File: src/rtl/asym_wave_gen.sv
// Table-driven asymmetric waveform generator: NSEG (level, duration) segments played once or in a loop.
// Optional WAVE_LOOP_CNT_EN adds a pass counter and a bounded loop count.
module asym_wave_gen #(
  parameter int   NSEG       = 4,
  parameter int   CNT_W      = 8,
  parameter int   IDX_W      = $clog2(NSEG),
  parameter logic IDLE_LEVEL = 1'b0
) (
  input  logic             CLK,
  input  logic             RST_N,
  input  logic             cfg_we,
  input  logic [IDX_W-1:0] cfg_addr,
  input  logic             cfg_level,
  input  logic [CNT_W-1:0] cfg_dur,
  input  logic [IDX_W:0]   cfg_len,
  input  logic             one_shot,
  input  logic             start,
  input  logic             stop,
  output logic             wave_out,
  output logic             busy,
  output logic [IDX_W-1:0] seg_idx,
  output logic             done
`ifdef WAVE_LOOP_CNT_EN
  ,
  input  logic [7:0]       loops,
  output logic [7:0]       loop_cnt
`endif
);

  typedef enum logic {S_IDLE, S_RUN} state_t;

  localparam logic [IDX_W:0] NSEG_L = (IDX_W+1)'(NSEG);

  state_t           r_state, w_state_nxt;
  logic [NSEG-1:0]  r_level;
  logic [CNT_W-1:0] r_dur [NSEG];
  logic             r_active, w_active_nxt;
  logic [IDX_W:0]   r_len, w_len_nxt, w_len_eff;
  logic             r_one_shot, w_one_shot_nxt;
  logic [IDX_W-1:0] r_seg_idx, w_seg_idx_nxt, w_next_idx;
  logic [CNT_W-1:0] r_cnt, w_cnt_nxt;
  logic             r_wave, w_wave_nxt;
  logic             r_busy, w_busy_nxt;
  logic             r_done, w_done_nxt;
  logic             w_last, w_finish;
`ifdef WAVE_LOOP_CNT_EN
  logic [7:0]       r_loops, w_loops_nxt;
  logic [7:0]       r_loop_cnt, w_loop_cnt_nxt;
`endif

  // A zero duration plays as one cycle, so the reload value is dur-1 clamped at 0.
  function automatic logic [CNT_W-1:0] load_of(input logic [CNT_W-1:0] d);
    return (d == '0) ? '0 : d - CNT_W'(1);
  endfunction

  assign w_len_eff  = (cfg_len == '0) ? (IDX_W+1)'(1) :
                      (cfg_len > NSEG_L) ? NSEG_L : cfg_len;
  assign w_next_idx = r_seg_idx + IDX_W'(1);
  assign w_last     = ({1'b0, r_seg_idx} == (r_len - (IDX_W+1)'(1)));

  always_comb begin
    w_finish = r_one_shot;
`ifdef WAVE_LOOP_CNT_EN
    if (r_loops != 8'd0 && (r_loop_cnt + 8'd1) == r_loops) w_finish = 1'b1;
`endif
  end

  always_ff @(posedge CLK or negedge RST_N) begin
    if (!RST_N) r_state <= S_IDLE;
    else        r_state <= w_state_nxt;
  end

  always_comb begin
    w_state_nxt    = r_state;
    w_active_nxt   = r_active;
    w_len_nxt      = r_len;
    w_one_shot_nxt = r_one_shot;
    w_seg_idx_nxt  = r_seg_idx;
    w_cnt_nxt      = r_cnt;
    w_wave_nxt     = r_wave;
    w_busy_nxt     = r_busy;
    w_done_nxt     = 1'b0;
`ifdef WAVE_LOOP_CNT_EN
    w_loops_nxt    = r_loops;
    w_loop_cnt_nxt = r_loop_cnt;
`endif
    case (r_state)
      S_IDLE: begin
        w_wave_nxt    = IDLE_LEVEL;
        w_busy_nxt    = 1'b0;
        w_seg_idx_nxt = '0;
        w_cnt_nxt     = '0;
        w_active_nxt  = 1'b0;
        if (start && !stop) begin
          w_state_nxt    = S_RUN;
          w_len_nxt      = w_len_eff;
          w_one_shot_nxt = one_shot;
`ifdef WAVE_LOOP_CNT_EN
          w_loops_nxt    = loops;
          w_loop_cnt_nxt = 8'd0;
`endif
        end
      end
      S_RUN: begin
        if (stop) begin
          w_state_nxt   = S_IDLE;
          w_wave_nxt    = IDLE_LEVEL;
          w_busy_nxt    = 1'b0;
          w_seg_idx_nxt = '0;
          w_cnt_nxt     = '0;
          w_active_nxt  = 1'b0;
        end else if (!r_active) begin
          // First RUN cycle loads segment 0 after any same-cycle table write has landed.
          w_active_nxt  = 1'b1;
          w_busy_nxt    = 1'b1;
          w_seg_idx_nxt = '0;
          w_wave_nxt    = r_level[0];
          w_cnt_nxt     = load_of(r_dur[0]);
        end else if (r_cnt != '0) begin
          w_cnt_nxt = r_cnt - CNT_W'(1);
        end else if (!w_last) begin
          w_seg_idx_nxt = w_next_idx;
          w_wave_nxt    = r_level[w_next_idx];
          w_cnt_nxt     = load_of(r_dur[w_next_idx]);
        end else begin
`ifdef WAVE_LOOP_CNT_EN
          if (r_loop_cnt != 8'hFF) w_loop_cnt_nxt = r_loop_cnt + 8'd1;
`endif
          if (w_finish) begin
            w_state_nxt   = S_IDLE;
            w_wave_nxt    = IDLE_LEVEL;
            w_busy_nxt    = 1'b0;
            w_seg_idx_nxt = '0;
            w_cnt_nxt     = '0;
            w_active_nxt  = 1'b0;
            w_done_nxt    = 1'b1;
          end else begin
            w_seg_idx_nxt = '0;
            w_wave_nxt    = r_level[0];
            w_cnt_nxt     = load_of(r_dur[0]);
          end
        end
      end
      default: w_state_nxt = S_IDLE;
    endcase
  end

  always_ff @(posedge CLK or negedge RST_N) begin
    if (!RST_N) begin
      r_level    <= '0;
      for (int i = 0; i < NSEG; i++) r_dur[i] <= '0;
      r_active   <= 1'b0;
      r_len      <= '0;
      r_one_shot <= 1'b0;
      r_seg_idx  <= '0;
      r_cnt      <= '0;
      r_wave     <= IDLE_LEVEL;
      r_busy     <= 1'b0;
      r_done     <= 1'b0;
`ifdef WAVE_LOOP_CNT_EN
      r_loops    <= 8'd0;
      r_loop_cnt <= 8'd0;
`endif
    end else begin
      if (cfg_we && r_state == S_IDLE) begin
        r_level[cfg_addr] <= cfg_level;
        r_dur[cfg_addr]   <= cfg_dur;
      end
      r_active   <= w_active_nxt;
      r_len      <= w_len_nxt;
      r_one_shot <= w_one_shot_nxt;
      r_seg_idx  <= w_seg_idx_nxt;
      r_cnt      <= w_cnt_nxt;
      r_wave     <= w_wave_nxt;
      r_busy     <= w_busy_nxt;
      r_done     <= w_done_nxt;
`ifdef WAVE_LOOP_CNT_EN
      r_loops    <= w_loops_nxt;
      r_loop_cnt <= w_loop_cnt_nxt;
`endif
    end
  end

  assign wave_out = r_wave;
  assign busy     = r_busy;
  assign seg_idx  = r_seg_idx;
  assign done     = r_done;
`ifdef WAVE_LOOP_CNT_EN
  assign loop_cnt = r_loop_cnt;
`endif

endmodule
File: config.mk
export PLATFORM = sky130hd
export DESIGN_NAME = asym_wave_gen
export DESIGN_NICKNAME = d
export VERILOG_FILES = /design/src/rtl/asym_wave_gen.sv
export SDC_FILE = /design/constraint.sdc
export NUM_CORES = 1
export LEC_CHECK = 0
export ABC_CLOCK_PERIOD_IN_PS = 3000
export CORE_ASPECT_RATIO = 1.25
export CORE_MARGIN = 1
export CORE_UTILIZATION = 55
export DETAILED_ROUTE_END_ITERATION = 8
export PLACE_DENSITY = 0.8
export SYNTH_ARGS = -nofsm -noshare
export SYNTH_HDL_FRONTEND = slang
export SYNTH_SLANG_ARGS = --single-unit
File: constraint.sdc
create_clock -name CLK -period 3 [get_ports CLK]
set_input_delay 0.9 -clock CLK [delete_from_list [all_inputs] [get_ports CLK]]
set_output_delay 0.9 -clock CLK [all_outputs]
set_load 0.02 [all_outputs]
==> results of run 1 <==
## per-stage QoR
step / std cells / hold WS (ps) / cell area (sq um)
finish: 374 / 491 / 3520
global route: 374 / 519 / 3520
CTS: 374 / 500 / 3520
floorplan: 276 / 450 / 3110
global placement: 366 / 466 / 3440
detailed placement: 366 / 477 / 3440
## cell families (layout without fill, tap and decap cells)
logic type | after synthesis | count (layout) | share of synthesized area
compound gates | 52 | 52 | 0.105
fa+ha+maj | 7 | 7 | 0.0282
simple gates | 80 | 80 | 0.141
buf+inv | 20 | 54 | 0.0379
xor+xnor | 16 | 16 | 0.0451
mux | 46 | 46 | 0.199
flops | 55 | 55 | 0.443
## per-layer routing
layer,vias to the layer above,part of all wire
met4,0,0.023
li1,1079,-
met2,38,0.53
met5,-,0
met3,12,0.021
met1,1131,0.42
## cell usage after synthesis, drive strengths merged (2+ instances only)
| cell type | instances | area share |
|---|---|---|
| o31ai | 3 | 0.0073 |
| a211oi | 2 | 0.0048 |
| or2 | 2 | 0.0040 |
| xor2 | 7 | 0.020 |
| or3 | 3 | 0.0077 |
| mux4 | 8 | 0.062 |
| nor4b | 2 | 0.0056 |
| buf | 4 | 0.015 |
| nor3 | 7 | 0.011 |
| nor4 | 5 | 0.014 |
| nor2b | 4 | 0.0081 |
| inv | 12 | 0.015 |
| a211o | 2 | 0.0056 |
| mux2 | 37 | 0.13 |
| nor2 | 16 | 0.019 |
| dfrtp | 55 | 0.44 |
| nand2b | 3 | 0.0060 |
| a21boi | 2 | 0.0048 |
| a31oi | 6 | 0.012 |
| clkbuf | 4 | 0.0081 |
| ha | 7 | 0.028 |
| nand2 | 21 | 0.026 |
| xnor2 | 9 | 0.025 |
| a21oi | 11 | 0.018 |
| nand3 | 5 | 0.0081 |
| o21ai | 17 | 0.027 |
| nor3b | 3 | 0.0073 |
## report_power, final
part / leakage (nW) / internal (mW) / switching (mW)
clock: 0.0418 / 0.168 / 0.236
combinational: 0.717 / 0.371 / 0.378
sequential: 0.683 / 0.890 / 0.122
total: 1.44 / 1.43 / 0.736
## worst paths after layout
path / cells after the start / startpoint / to
max reg2reg: 5 / seg_idx[1] / r_cnt[7]
min reg2reg: 2 / r_len[1] / r_len[1]
max in group asynchronous: 2 / RST_N / r_dur[28]
min: 2 / r_len[1] / r_len[1]
min in group asynchronous: 1 / RST_N / r_state
max: 2 / seg_idx[0] / seg_idx[0]
## flip-flops by register name, summed over array words and instances, names as in the netlist
name / count
seg_idx: 2
r_state: 1
r_dur: 32
wave_out: 1
r_one_shot: 1
busy: 1
done: 1
r_level: 4
r_cnt: 8
r_active: 1
r_len: 3
## layout by cell type (no fill, tap or decap), types with 2 or more instances in the layout
| master | count |
|---|---|
| o31ai_1 | 3 |
| nand2_1 | 20 |
| o21ai_0 | 13 |
| a211o_1 | 2 |
| o21ai_1 | 4 |
| dfrtp_1 | 55 |
| xnor2_1 | 9 |
| nor2_1 | 16 |
| a211oi_1 | 2 |
| a31oi_1 | 6 |
| nand3_1 | 5 |
| nor3b_1 | 3 |
| nor2b_1 | 4 |
| xor2_1 | 7 |
| clkdlybuf4s50_1 | 23 |
| or3_1 | 2 |
| clkbuf_8 | 5 |
| or2_1 | 2 |
| nor4_2 | 2 |
| mux4_2 | 5 |
| mux4_1 | 3 |
| mux2_2 | 37 |
| ha_1 | 7 |
| nor3_1 | 7 |
| nand2b_1 | 3 |
| buf_4 | 9 |
| a21oi_1 | 11 |
| inv_1 | 12 |
| nor4b_1 | 2 |
| nor4_1 | 3 |
## layout make-up
class / count / area [sq um] / area share
inverter: 12 / 45.0 / 0.0128
multi-input combinational: 201 / 1610 / 0.457
clock buffer: 6 / 72.6 / 0.0206
sequential: 55 / 1380 / 0.390
tap: 64 / 80.1 / 0.0227
clock inverter: 2 / 16.3 / 0.00461
timing repair buffer: 34 / 323 / 0.0916
## critical path, stage by stage, from the launching register on
cell	delay [ps]
dfrtp_1	620
buf_4	250
clkdlybuf4s50_1	610
==> impl_metrics.json, run 1 <==
{
  "cts_resized": 0,
  "p_per_area_nw_per_um2": 614,
  "finalWirelength_um": 6420,
  "synth-seq-area-share": 0.443,
  "antenna_found_initial": 0,
  "cts-root-buf": "clkbuf_8",
  "critPathKind": "flop to primary output",
  "ir_drop_uv": 432,
  "grt_pass1_vias": 2313,
  "finalHoldViolCount": 0,
  "rows": 30,
  "die_w_um": 69.2,
  "end_kind": "primary output",
  "io_pins": 25,
  "use_met2": 0.423,
  "status": "finished, final reports clean",
  "setup_viol": 0,
  "synth_seq_cells": 55,
  "slew_headroom": 0.553,
  "vias": 2260,
  "first_pass_iters": 4,
  "cts.sinks": 55,
  "grt_usage": 0.230,
  "wl_per_cell_um": 17.2,
  "worst_pin_slew_ps": 664,
  "clockBufferDepth": 2,
  "syn_area_per_cell_sq_um": 11.3,
  "grt-ovfl-total": 0,
  "synthesis.area_sq_um": 3110,
  "netlist_instances": 276,
  "setup_ws_ps": 305,
  "critPathRequiredTime_ps": 2100,
  "yosys_most_used_dff": "dfrtp_1",
  "hold_buffers": 0,
  "grt_max_degree": 30,
  "pre_cts_ws_ps": 322,
  "clk_latency_ps": 310,
  "n_fill_cell": 420,
  "initial_core_util": 0.571,
  "hpwl_um": 4900,
  "worst_ep_arrival_time_ps": 1790,
  "drv_slew": 0,
  "initialDrtViolationCount": 118,
  "drc": 0,
  "nNetsFinal": 336,
  "gp_congestion": 0.877,
  "setup_tns_ps": 0,
  "cts_tree": "built",
  "async_flop_share": 1.00,
  "cts_buffers": 5,
  "die_area_sq_um": 5950,
  "fmax_ghz": 0.371,
  "p_leak_nw": 1.44,
  "clk_pin_slew_ps": 100,
  "synth_edf_count": 0,
  "numPortBuffers": 24,
  "hold_path.class": "flop to flop",
  "drive_gt1_frac": 0.216,
  "cap_viol_max_count": 0,
  "fin_util": 0.648,
  "met3_usage": 0.0364,
  "area_growth_pct": 13.5,
  "synth.distinct_cells": 55,
  "via_per_inst": 6.04,
  "fin_crit_sh": 0.898,
  "min_period_ps": 2690,
  "cts_setup_buffers": 0,
  "cp_max_fo": 11,
  "ys_warn_count": 0,
  "top_usage_layer": "met2",
  "synthesis.nets": 303,
  "core_area_sq_um": 5440,
  "grtUsageMet1": 0.264,
  "rsz0062_at_grt": "no",
  "grt_pass1_wl_um": 10700,
  "startpoint_type": "flop",
  "die_h_um": 86.0,
  "diodes": 0,
  "htree_levels": 2,
  "total_power_mw": 2.16,
  "ant_nets": 0,
  "fin_skew_ps": 5.05,
  "r2r_slack_ps": 470
}
Power figures use the tool's default switching activity.
==> run 2, diff against run 1 <==
ABC_AREA = 1   (was not set)
PLACE_DENSITY = 0.82   (was 0.8)
==> impl_metrics.json, run 2 <==
{
  "slew_headroom": 0.608,
  "finalHoldViolCount": 0,
  "io_pins": 25,
  "first_pass_iters": 5,
  "cts_setup_buffers": 0,
  "async_flop_share": 1.00,
  "worst_ep_arrival_time_ps": 1730,
  "drv_slew": 0,
  "hold_start": "r_dur[13]",
  "holdPathStages": 2,
  "rsz0062_at_grt": "no",
  "hold_path.class": "flop to flop",
  "r2r_cells": 12,
  "via_per_inst": 5.25,
  "crit_chain": "clkdlybuf4s50_1",
  "synth_edf_count": 0,
  "critical_path_cell_count": 1,
  "p_leak_nw": 1.81,
  "yosysTopAreaCell": "dfrtp_1",
  "setup_viol": 0,
  "cp_top_family": "buffers and inverters",
  "numPortBuffers": 24,
  "timing.rr.start": "seg_idx[0]",
  "layout_commonest_cell": "nand2_1",
  "clk_pin_slew_ps": 100,
  "final_area_sq_um": 3520,
  "fin_skew_ps": 5.65,
  "netlist_instances": 430,
  "clk_latency_ps": 310,
  "met3_usage": 0.0337,
  "r2r-end": "r_cnt[1]",
  "finalWirelength_um": 6770,
  "p_per_area_nw_per_um2": 604,
  "rows": 30,
  "cp_max_fo": 13,
  "grt_pass1_vias": 2545,
  "slowest_delay_ps": 710,
  "end_kind": "primary output",
  "die_area_sq_um": 6030,
  "use_met2": 0.412,
  "crit_path_top_delay_cell": "clkdlybuf4s50_1",
  "hold_ws_ps": 498,
  "synth.distinct_cells": 31,
  "grt_pass1_wl_um": 11800,
  "gp_congestion": 0.853,
  "drive_gt1_frac": 0.0571,
  "fin_cells": 519,
  "critPathKind": "flop to primary output",
  "synth_common_cells": "137 x nand2_1, 55 x dfrtp_1, 53 x o21ai_0",
  "cap_viol_max_count": 0,
  "initialDrtViolationCount": 153,
  "area_growth_pct": 12.0,
  "startpoint_type": "flop",
  "critPathRequiredTime_ps": 2100,
  "hold_end": "r_dur[13]",
  "ir_drop_uv": 313,
  "cp_num_buf_inv": 1,
  "initial_core_util": 0.574,
  "hpwl_um": 5210,
  "drc": 0,
  "grtUsageMet1": 0.320,
  "synthesis.nets": 457,
  "ant_nets": 0,
  "grt-ovfl-total": 0,
  "antenna_found_initial": 0,
  "yosys_most_used_dff": "dfrtp_1",
  "diodes": 0,
  "die_w_um": 69.7,
  "yosysMostFrequentCell": "nand2_1",
  "synthesis.area_sq_um": 3150,
  "htree_levels": 2,
  "nNetsFinal": 481,
  "cts_buffers": 5,
  "wl_per_cell_um": 13.1,
  "ys_warn_count": 0,
  "die_h_um": 86.6,
  "fin_crit_sh": 0.876,
  "cts-root-buf": "clkbuf_8",
  "cts_tree": "built",
  "top_usage_layer": "met2",
  "cts_resized": 0,
  "dpl-instance-area_sq_um": 3440,
  "min_period_ps": 2630,
  "n_fill_cell": 471,
  "synth_seq_cells": 55,
  "core_area_sq_um": 5480,
  "layout_common_cells": "137 x nand2_1, 55 x dfrtp_1, 53 x o21ai_0, 45 x inv_1, 40 x nor2_1",
  "grt_usage": 0.246,
  "hold_buffers": 0,
  "cts.sinks": 55,
  "fmax_ghz": 0.380,
  "largest-register": "r_dur",
  "dp.cells": 511,
  "r2r_slack_ps": 520,
  "grt_max_degree": 32,
  "reg_top3": "r_dur x32, r_cnt x8, r_level x4",
  "syn_area_per_cell_sq_um": 7.32,
  "synth-seq-area-share": 0.437,
  "vias": 2724,
  "worst_pin_slew_ps": 587,
  "setup_tns_ps": 0,
  "clockBufferDepth": 2,
  "largest_reg_flops": 32,
  "ys_top_cells_by_area": "dfrtp_1 44%, nand2_1 16%, o21ai_0 8.4%",
  "status": "finished, final reports clean",
  "synth_top_area_frac": 0.437
}
-- run 2: metrics by stage --
step / setup slack (ps) / util / total power [mW]
floorplan: 873 / - / 1.51
global placement: 557 / 0.628 / 1.70
detailed placement: 500 / 0.628 / 1.72
CTS: 370 / 0.643 / 2.13
global route: 296 / 0.643 / 2.28
finish: 371 / 0.643 / 2.13
-- run 2: worst max path at each step --
stage,slack [ps],end,from
2_1_floorplan,870,r_cnt[3],seg_idx[1]
3_3_place_gp,560,wave_out,stop
3_5_place_dp,500,wave_out,stop
4_1_cts,370,seg_idx[0],seg_idx[0]
5_1_grt,300,seg_idx[0],seg_idx[0]
6_report,370,seg_idx[0],seg_idx[0]
-- run 2: area by class of cell --
| cell class | instances | area (sq um) | share of cell area |
|---|---|---|---|
| clock inverters | 2 | 12.5 | 0.00355 |
| clock buffers | 6 | 72.6 | 0.0206 |
| multi-input cells | 316 | 1530 | 0.433 |
| flip-flops and latches | 55 | 1380 | 0.390 |
| repair buffers | 28 | 278 | 0.0788 |
| well taps | 64 | 80.1 | 0.0227 |
| inverters | 48 | 180 | 0.0511 |
-- run 2: report_power, final --
group          internal [mW]  total, mW  switching [mW]
sequential             0.872      0.968          0.0956
clock                  0.164      0.412           0.248
combinational          0.289      0.750           0.461
-- run 2: logic make-up after synthesis --
family | after synthesis | synth area share
AO/OA/AOI/OAI | 83 | 0.145
XOR/XNOR | 10 | 0.0278
adder cells (fa/ha/maj) | 7 | 0.0278
buffers and inverters | 59 | 0.0779
flip-flops | 55 | 0.437
AND/OR/NAND/NOR | 216 | 0.284
-- run 2: routing by layer --
layer	share of wire	routed length, um	vias up
met2	0.49	3320	44
li1	-	-	1418
met5	0	0	-
met3	0.026	176	15
met1	0.46	3110	1247
met4	0.023	159	0
-- run 2: worst min-delay path, delay by kind of cell (launching register included) --
kind	cells	cell delay, ps
AO/OA/AOI/OAI	1	60
flip-flops	1	360
AND/OR/NAND/NOR	1	50
==> run 3, diff against run 2 <==
ABC_CLOCK_PERIOD_IN_PS = not set   (was 3000)
CORE_UTILIZATION = 40   (was 55)
PLACE_DENSITY = 0.64   (was 0.82)
==> impl_metrics.json, run 3 (synthesized netlist as in run 2, its figures left out) <==
{
  "status": "finished, final reports clean",
  "n_fill_cell": 731,
  "hold_ws_ps": 495,
  "cp_top_family": "buffers and inverters",
  "r2r_cells": 13,
  "die_h_um": 101,
  "vias": 2713,
  "crit_path_top_delay_cell": "clkdlybuf4s50_1",
  "worst_pin_slew_ps": 669,
  "cp_num_buf_inv": 1,
  "grt_pass1_wl_um": 12100,
  "via_per_inst": 4.95,
  "register_area_sq_um": 1380,
  "largest_reg_flops": 32,
  "end_kind": "primary output",
  "hold_buffers": 0,
  "cts_buffers": 5,
  "fin_crit_sh": 0.850,
  "rsz0062_at_grt": "no",
  "slew_headroom": 0.554,
  "ir_drop_uv": 294,
  "cts_setup_buffers": 0,
  "drv_slew": 0,
  "cap_viol_max_count": 0,
  "io_pins": 25,
  "cp_max_fo": 11,
  "cts_tree": "built",
  "die_area_sq_um": 8230,
  "htree_levels": 2,
  "die_w_um": 81.3,
  "diodes": 0,
  "largest-register": "r_dur",
  "nNetsFinal": 482,
  "gp_congestion": 0.861,
  "crit_chain": "clkdlybuf4s50_1",
  "top_layer_used": "met4",
  "setup_ws_ps": 451,
  "critPathKind": "flop to primary output",
  "antenna_found_initial": 0,
  "met1Wirelength_um": 3230,
  "wl_met2_um": 3420,
  "min_period_ps": 2550,
  "slowest_delay_ps": 700,
  "fmax_ghz": 0.392,
  "initial_core_util": 0.420,
  "clk_pin_slew_ps": 100,
  "fin_cells": 548,
  "setup_tns_ps": 0,
  "multi_input_comb_area_sq_um": 1530,
  "first_pass_iters": 4,
  "worst_ep_arrival_time_ps": 1650,
  "met3WireLength_um": 132,
  "setup_viol": 0,
  "cts_resized": 0,
  "critPathRequiredTime_ps": 2100,
  "p_per_area_nw_per_um2": 624,
  "layout_commonest_cell": "nand2_1",
  "clk_latency_ps": 310,
  "area_growth_pct": 14.1,
  "cts.sinks": 55,
  "rows": 35,
  "holdPathStages": 2,
  "p_leak_nw": 1.83,
  "hpwl_um": 5320,
  "initialDrtViolationCount": 97,
  "fin_skew_ps": 4.47,
  "pre_cts_ws_ps": 440,
  "core_area_sq_um": 7490,
  "ant_nets": 0,
  "critical_path_cell_count": 1,
  "numPortBuffers": 24,
  "drc": 0,
  "dp.cells": 540,
  "grt_usage": 0.190,
  "grt-ovfl-total": 0,
  "cts-root-buf": "clkbuf_8",
  "grt_max_degree": 56,
  "finalWirelength_um": 6880,
  "grt_pass1_vias": 2641,
  "hold_path.class": "flop to flop",
  "drive_gt1_frac": 0.0614,
  "clockBufferDepth": 2,
  "finalHoldViolCount": 0,
  "wl_per_cell_um": 12.6,
  "startpoint_type": "flop",
  "layout_common_cells": "137 x nand2_1, 55 x dfrtp_1, 53 x o21ai_0, 45 x inv_1, 40 x nor2_1",
  "reg_top3": "r_dur x32, r_cnt x8, r_level x4"
}
-- run 3: changes by cell type in the layout (fill, tap and decap cells not counted), sizes merged --
cell      change
buf           +1
bufinv        +1
clkinv        -1
clkinvlp      -1
inv           +1
-- run 3: cell type report --
type,instances,share of cell area
Tap cell,92,0.0321
Clock buffer,6,0.0230
Timing Repair Buffer,29,0.0760
Inverter,48,0.0502
Sequential cell,55,0.383
Clock inverter,2,0.0108
Multi-Input combinational cell,316,0.425
-- run 3: final timing paths --
kind | startpoint | end | slack [ps]
worst max-delay path | seg_idx[1] | seg_idx[1] | 450
max in group asynchronous | RST_N | r_dur[3] | 1860
worst max register to register | seg_idx[1] | r_cnt[1] | 630
min in group asynchronous | RST_N | r_level[2] | 700
worst min-delay path | r_dur[2] | r_dur[2] | 490
worst min register to register | r_dur[2] | r_dur[2] | 490
-- run 3: report_power, final --
part | total [mW] | switching [mW] | internal, mW
clock | 0.522 | 0.247 | 0.275
combinational | 0.751 | 0.463 | 0.288
sequential | 0.967 | 0.0945 | 0.872
-- run 3: stage by stage --
| step | total power [mW] | instance area, sq um | util |
|---|---|---|---|
| after global routing | 2.43 | 3590 | 0.480 |
| after floorplan | 1.51 | 3150 | - |
| after global placement | 1.71 | 3470 | 0.463 |
| final | 2.24 | 3590 | 0.480 |
| after CTS | 2.25 | 3590 | 0.480 |
| after detailed placement | 1.73 | 3470 | 0.463 |
-- run 3: routing by layer --
| layer | global-route usage | vias to the layer above |
|---|---|---|
| li1 | - | 1422 |
| met2 | 0.322 | 27 |
| met3 | 0.0243 | 6 |
| met5 | 0 | - |
| met4 | 0.0632 | 0 |
| met1 | 0.246 | 1258 |
